`config.mk`:
```
export PLATFORM = sky130hd
export DESIGN_NAME = qrd_input_skew_flat
export DESIGN_NICKNAME = d
export VERILOG_FILES = /design/src/rtl/qrd_input_skew_if.sv /design/src/rtl/qrd_input_skew.sv /design/src/flat_wrapper.sv
export SDC_FILE = /design/constraint.sdc
export NUM_CORES = 2
export LEC_CHECK = 0
export BUFFER_PORTS_ARGS = -buffer_cell sky130_fd_sc_hd__buf_2
export CAP_MARGIN = 5
export CORE_ASPECT_RATIO = 1.2
export CORE_UTILIZATION = 25
export CTS_BUF_LIST = sky130_fd_sc_hd__clkbuf_4 sky130_fd_sc_hd__clkbuf_8
export CTS_CLUSTER_DIAMETER = 30
export DETAILED_ROUTE_END_ITERATION = 16
export GPL_ROUTABILITY_DRIVEN = 0
export PLACE_DENSITY = 0.41
export SKIP_CTS_REPAIR_TIMING = 1
export SKIP_LAST_GASP = 1
export SLEW_MARGIN = 20
export SYNTH_ARGS = -nofsm -noshare
export SYNTH_HDL_FRONTEND = slang
export SYNTH_SLANG_ARGS = --single-unit
```
`constraint.sdc`:
```
create_clock -name clk -period 1.4 [get_ports clk]
set_clock_uncertainty 0.1 [all_clocks]
set_input_delay 0.28 -clock clk [delete_from_list [all_inputs] [get_ports clk]]
set_output_delay 0.28 -clock clk [all_outputs]
set_load 0.005 [all_outputs]
```
`src/rtl/qrd_input_skew_if.sv`:
```
// Row handshake and skewed-lane bus for the QRD-RLS input skew stage.
// master = upstream/consumer side, slave = skew stage.
interface qrd_input_skew_if #(
  parameter int N = 4,
  parameter int W = 16
);
  logic [N*W-1:0] in_data;
  logic           in_valid;
  logic           in_ready;
  logic [N*W-1:0] out_data;
  logic [N-1:0]   out_valid;
  logic [N-1:0]   out_last;
  logic           frame_done;
  logic [7:0]     err_cnt;

  modport master (
    output in_data, in_valid,
    input  in_ready, out_data, out_valid,
    input  out_last, frame_done, err_cnt
  );

  modport slave (
    input  in_data, in_valid,
    output in_ready, out_data, out_valid,
    output out_last, frame_done, err_cnt
  );
endinterface

```
`src/rtl/qrd_input_skew.sv`:
```
// Input skew stage for the QRD-RLS systolic array: lane k lags lane 0 by k*STAGE_LAT.
// Optional QRD_SKEW_ERR_EN: saturating count of rows offered while draining.
module qrd_input_skew #(
  parameter int N         = 4,
  parameter int W         = 16,
  parameter int STAGE_LAT = 19,
  parameter int ROWS      = 8
) (
  input logic            clk,
  input logic            rst,
  qrd_input_skew_if.slave bus
);
  localparam int DLEN = (N - 1) * STAGE_LAT;
  localparam int DCW  = (DLEN > 1) ? $clog2(DLEN) : 1;
  localparam int RCW  = (ROWS > 1) ? $clog2(ROWS) : 1;

  typedef enum logic [1:0] {
    IDLE,
    RUN,
    DRAIN
  } state_t;

  state_t         state;
  state_t         state_n;
  logic [DCW-1:0] drain_cnt;
  logic [RCW-1:0] row_cnt;
  logic           rdy;
  logic           fdone;
  logic           fdone_n;
  logic           accept;
  logic           is_last;
  logic           acc_last;
  logic           drain_end;

  assign accept    = bus.in_valid & rdy;
  assign is_last   = (row_cnt == RCW'(ROWS - 1));
  assign acc_last  = accept & is_last;
  assign drain_end = (drain_cnt == DCW'(DLEN - 1));

  always_ff @(posedge clk) begin
    if (rst) state <= IDLE;
    else     state <= state_n;
  end

  // With a zero-length wedge (N==1) the last row closes the frame at once.
  always_comb begin
    state_n = state;
    fdone_n = 1'b0;
    unique case (state)
      IDLE, RUN: begin
        if (acc_last) begin
          if (DLEN == 0) begin
            state_n = IDLE;
            fdone_n = 1'b1;
          end else begin
            state_n = DRAIN;
          end
        end else if (accept) begin
          state_n = RUN;
        end
      end
      DRAIN: begin
        if (drain_end) begin
          state_n = IDLE;
          fdone_n = 1'b1;
        end
      end
      default: state_n = IDLE;
    endcase
  end

  always_ff @(posedge clk) begin
    if (rst) begin
      rdy       <= 1'b1;
      fdone     <= 1'b0;
      row_cnt   <= '0;
      drain_cnt <= '0;
    end else begin
      rdy   <= (state_n != DRAIN);
      fdone <= fdone_n;
      if (accept) row_cnt <= is_last ? '0 : row_cnt + 1'b1;
      if (state == DRAIN && state_n == DRAIN)
        drain_cnt <= drain_cnt + 1'b1;
      else
        drain_cnt <= '0;
    end
  end

  assign bus.in_ready   = rdy;
  assign bus.frame_done = fdone;

  // Each lane carries {valid, last, data}; idle cycles inject zeros.
  for (genvar k = 0; k < N; k++) begin : g_lane
    localparam int D = 1 + k * STAGE_LAT;
    logic [W+1:0] sr [D];
    logic [W+1:0] lane_in;

    assign lane_in = accept ? {1'b1, is_last, bus.in_data[k*W +: W]} : '0;

    always_ff @(posedge clk) begin
      if (rst) begin
        for (int i = 0; i < D; i++) sr[i] <= '0;
      end else begin
        sr[0] <= lane_in;
        for (int i = 1; i < D; i++) sr[i] <= sr[i-1];
      end
    end

    assign bus.out_data[k*W +: W] = sr[D-1][W-1:0];
    assign bus.out_valid[k]       = sr[D-1][W+1];
    assign bus.out_last[k]        = sr[D-1][W];
  end

`ifdef QRD_SKEW_ERR_EN
  logic [7:0] err;

  always_ff @(posedge clk) begin
    if (rst)
      err <= '0;
    else if (bus.in_valid && !rdy && err != 8'hFF)
      err <= err + 8'd1;
  end

  assign bus.err_cnt = err;
`else
  assign bus.err_cnt = '0;
`endif
endmodule

```
`src/flat_wrapper.sv`:
```
// flat-port wrapper written by rule: the top's interface ports become plain ports
module qrd_input_skew_flat 
#(
  parameter int N         = 4,
  parameter int W         = 16,
  parameter int STAGE_LAT = 19,
  parameter int ROWS      = 8
)
  (clk, rst, bus_in_data, bus_in_valid, bus_in_ready, bus_out_data, bus_out_valid, bus_out_last, bus_frame_done, bus_err_cnt);
  qrd_input_skew_if #(.N(N), .W(W)) bus_i ();
  input logic clk;
  input logic rst;
  input wire logic [$bits(bus_i.in_data)-1:0] bus_in_data;
  input wire logic [$bits(bus_i.in_valid)-1:0] bus_in_valid;
  output wire logic [$bits(bus_i.in_ready)-1:0] bus_in_ready;
  output wire logic [$bits(bus_i.out_data)-1:0] bus_out_data;
  output wire logic [$bits(bus_i.out_valid)-1:0] bus_out_valid;
  output wire logic [$bits(bus_i.out_last)-1:0] bus_out_last;
  output wire logic [$bits(bus_i.frame_done)-1:0] bus_frame_done;
  output wire logic [$bits(bus_i.err_cnt)-1:0] bus_err_cnt;
  assign bus_i.in_data = bus_in_data;
  assign bus_i.in_valid = bus_in_valid;
  assign bus_in_ready = bus_i.in_ready;
  assign bus_out_data = bus_i.out_data;
  assign bus_out_valid = bus_i.out_valid;
  assign bus_out_last = bus_i.out_last;
  assign bus_frame_done = bus_i.frame_done;
  assign bus_err_cnt = bus_i.err_cnt;
  qrd_input_skew #(.N(N), .W(W), .STAGE_LAT(STAGE_LAT), .ROWS(ROWS)) u_core (.clk(clk), .rst(rst), .bus(bus_i));
endmodule
```
# Word-level counts from Yosys, hierarchy flattened
# Memory sizes are Yosys's and may differ from the RTL's.
# Index checks and enable logic that the tools add are counted.
[classes] n_addsub=2 mul=0 n_div=0 magnitude_cmp=0 n_eq_ne=6 shifts=0 muxes=132 n_bitwise=121 n_reduce_logical=6
[ops] operator="two-way mux 18 bit" count=122
[ops] operator="bitwise OR 1 bit" count=117
[ops] operator="OR reduction 18 bit" count=1
[ops] operator="adder 6 x 1 -> 6 bit, second input constant" count=1
[ops] operator="== test 6 bit, second input constant" count=1
[ops] operator="two-way mux 2 bit" count=3
[ops] operator="OR reduction 2 bit" count=3
[ops] operator="two-way mux 1 bit" count=5
[ops] operator="== test 2 bit, second input constant" count=2
[ops] operator="one-hot mux 2 bit (2 select lines)" count=1
[ops] operator="adder 3 x 1 -> 3 bit, second input constant" count=1
[ops] operator="== test 3 bit, second input constant" count=1
[ops] operator="two-way mux 3 bit" count=1
[ops] operator="bitwise AND 1 bit" count=2
[ops] operator="== test 2 x 1 -> 1 bit, second input constant" count=1
[ops] operator="zero test 2 bit" count=1
[ops] operator="inequality test 2 bit, second input constant" count=1
[ops] operator="NOT 1 bit" count=2
[ops] operator="logical AND 1 bit" count=1
[totals] register_bits=13 latchBits=0 ramBits=2124 romBits=0 memories=4
[mem_list] memory="u_core.g_lane[3].sr" depth=58 width=18 read_ports=58 rd_clocked_by_memory_dff=0 write_ports=58 line="qrd_input_skew.sv:95" rtl="logic [W+1:0] sr [D];"
[mem_list] memory="u_core.g_lane[2].sr" depth=39 width=18 read_ports=39 rd_clocked_by_memory_dff=0 write_ports=39 line="qrd_input_skew.sv:95"
[mem_list] memory="u_core.g_lane[1].sr" depth=20 width=18 read_ports=20 rd_clocked_by_memory_dff=0 write_ports=20 line="qrd_input_skew.sv:95"
[mem_list] memory="u_core.g_lane[0].sr" depth=1 width=18 read_ports=1 rd_clocked_by_memory_dff=0 write_ports=1 line="qrd_input_skew.sv:95"

# Logic depth before layout (Yosys ltp)
[logic_depth] depth_word=8 mapped_depth=5 mapped_depth_nobuf=5

# Least setup slack after synthesis
# OpenSTA, ideal clock, no wires.
[synth_timing] path_kind="input to register" start="input port rst" end="memory u_core.g_lane[1].sr[0][277] in the netlist's numbering" arrival_ns=1.111 path_slack_ns=0.061 cell_stages=5 cell_sequence="buf_2 > buf_2 > buf_2 > clkbuf_1 > nor2b_1"
[synth_lines] item="start: declaration" line="flat_wrapper.sv:12" rtl="input logic rst;"
[synth_lines] item="end: declaration" line="qrd_input_skew.sv:95"

# Worst setup path after layout
[layout_timing] start="memory u_core.g_lane[0].sr[0][16] in the netlist's numbering" end="output port bus_out_last[0]"
[layout_between] elab_chain_len=1
[layout_rtl] item="start: declaration" line="qrd_input_skew.sv:95"
[layout_rtl] item="memory (1 x 18 bit)"
[layout_rtl] item="end: declaration" line="flat_wrapper.sv:18" rtl="output wire logic [$bits(bus_i.out_last)-1:0] bus_out_last;"
# No other way between the ends.

==> summary.txt <==
Clock transition at path regs -> 0.05 ns
Setup violators final -> 75
MaxCap Viol Count -> 0
Crit-path cells -> buf_6
DIE AREA -> 220000 um2
DRC viols -> 0
F_max -> 0.538 GHz
Synth Area per Inst -> 12.5 um2
Placed Cells -> 7147
Max H-tree Level -> 5
Final Max Slew Viols -> 0
CP top delay family -> flip-flops
Post-synthesis register bit count -> 2017
Synth warnings -> 0
Number of global-route vias before repair -> 26.1k
Worst setup slack after placement -> -0.115 ns
Root Driver -> clkbuf_8
Synth top area share -> 74.1%
Status -> finished with violations
Main combinational cell family by area after synthesis -> simple AND/OR/NAND/NOR gates
DR WL/cell -> 8.52 um
Core footprint -> 216000 um2
Final std cells w/o fill -> 8038
Sequential share of the synthesized area -> 74.1%
GRT Total Usage -> 6.20%
Cell at the slowest stage of the critical path -> dfxtp_4
DR pass1 iterations -> 4
RSZ-0062 raised after global routing -> yes
Post-DRT Antenna Nets -> 0
Top post-synthesis cells by count -> 2017 x dfxtp_1, 1938 x nor2b_1, 207 x clkbuf_1
Hold Violations, Final -> 0
Async SR Flop Fraction -> 0%
Synth top area cells -> dfxtp_1 74%, nor2b_1 22%, clkbuf_1 1.4%
Most common cell in the synthesized netlist -> dfxtp_1
Synth Area in Compound Gates -> 0.0849%
Largest area contributor in the netlist -> dfxtp_1
I/O Buffers -> 140
Critical path fanouts, max -> 2
Unique masters post-synth -> 25
Arrival time of the worst setup path -> 1.48 ns
Largest net degree at the start of global routing -> 83
Die height -> 513 um
Worst Path Buf+Inv -> 1
Simple-gate share of the synthesized area -> 23.2%
Post-Synth Adder-Cell Area -> 0.0918%
Slowest cell delay on critical path -> 0.42 ns
Layout cells sized above 1 -> 19.9%
Worst setup path class -> flip-flop to primary output
Number of top-level pins -> 149
Clock Sinks -> 2017
First DRT Iteration DRCs -> 659
Die Wd -> 428 um
Cells after synthesis -> 4349
Via density -> 3.36
Crit end category -> primary output
Number of flops mapped to enable cells by yosys -> 0
Post-DP HPWL -> 32200 um
First-pass GRT wire length -> 116000 um
WP data required -> 1.02 ns
Pwr dens -> 1830 nW/um2
TritonCTS Buffers -> 428
Via count -> 27.0k
Longest Clk Path Bufs -> 4
Starting Density -> 25.2%
XOR/XNOR share of the synthesized area -> 0.0482%
Clk_lat worst skew -> 1.01 ns
Final period util -> 133%
Initial antenna violation count -> 3
Pleak -> 0.0279 uW
Row cnt -> 187
Failing checks -> setup timing
Final Util -> 32.3%
Layout area overhead -> 28.4%
Remaining Overflow, GRT -> 0
Fin worst setup slack -> -0.457 ns
Ys flop type -> dfxtp_1
Hold/Removal Path Class -> input pin to flip-flop
CTS tree -> yes
Startpoint Class -> flip-flop
Total Power -> 128000 uW
Peak VDD IR -> 0.000834 V
Final Net Count -> 4943
Cell Area, Synth -> 54500 um2
Final WL -> 68400 um
Tmin final -> 1.86 ns
Mux contribution to synthesized area -> 0.0184%
[cells in the final DEF, fill, tap and decap left out, types with 24 or more instances in the layout]
| master | Yosys | final |
|---|---|---|
| nor2b_1 | 1938 | 1938 |
| buf_4 | 64 | 64 |
| dlygate4sd3_1 | 0 | 130 |
| clkinvlp_4 | 0 | 27 |
| dfxtp_2 | 0 | 24 |
| buf_2 | 15 | 123 |
| clkinv_2 | 0 | 80 |
| clkbuf_8 | 0 | 522 |
| dfxtp_1 | 2017 | 1990 |
| and2_1 | 65 | 65 |
| bufinv_16 | 0 | 43 |
| buf_12 | 0 | 40 |
| clkbuf_4 | 0 | 80 |
[worst paths after layout]
check / from / end / slack [ns] / cells past startpoint
setup reg to reg: u_core.bus.in_ready / u_core.g_lane[2].sr[0][1] / -0.01 / 5
hold / removal: bus_in_valid / u_core.row_cnt[2] / 0.15 / 4
hold reg to reg: u_core.g_lane[2].sr[1][54] / u_core.g_lane[2].sr[2][0] / 0.26 / 1
setup / recovery: u_core.g_lane[0].sr[0][16] / bus_out_last[0] / -0.46 / 1
[worst reg2reg max path, delay by kind of cell (launching register included)]
kind	cells	cell delay, ns
DFF	1	0.35
and+or+nand+nor	3	0.55
buffers and inverters	2	0.33
[logic make-up (layout without fill, tap and decap cells)]
family / after synthesis / in the layout
AOI/OAI and AO/OA: 8 / 8
xor gates and xnor gates: 3 / 3
and+or+nand+nor: 2025 / 2025
adders and majority gates: 4 / 4
other: 1 / 9
muxes: 1 / 1
DFF: 2017 / 2017
buffers and inverters: 290 / 1136
[through the flow]
stage / TNS [ns] / hold WS [ns] / cell area (um2)
floorplan: 0 / 0.302 / 54500
detailed placement: -0.448 / 0.320 / 58700
finish: -27.94 / 0.153 / 70000
global route: -39.31 / 0.0746 / 70000
global placement: -0.167 / 0.315 / 58700
CTS: -42.77 / -0.806 / 68500
[area by class of cell]
class                      instances  area (um2)
antenna                            1        2.50
multi-input combinational       2049       12800
tap                             2835        3550
clock inverter                   158        1970
timing repair buffer             373        3380
clock buffer                     602        7780
fill                           21700      146000
inverter                           3        11.3
sequential                      2017       40400
[metal layers]
metal | global-route usage (%) | vias to the layer above | share of wire, %
met1 | 7.00 | 12000 | 46
met5 | 0 | - | 0
li1 | - | 14200 | -
met3 | 2.96 | 270 | 7.5
met2 | 9.19 | 610 | 42
met4 | 4.31 | 0 | 4.2
[power breakdown]
group	switching, uW	internal [uW]	total (uW)	leakage, uW
combinational	1030	756	1790	0.00659
clock	24600	43800	68400	0.00508
sequential	46.2	57600	57700	0.0163
[state kept, by name, summed over array words and instances, names as in the netlist]
register,cells
u_core.bus.frame_done,1
u_core.state,2
u_core.row_cnt,3
u_core.drain_cnt,6
u_core.g_lane.sr,2004
u_core.bus.in_ready,1
Power figures use the tool's default switching activity.
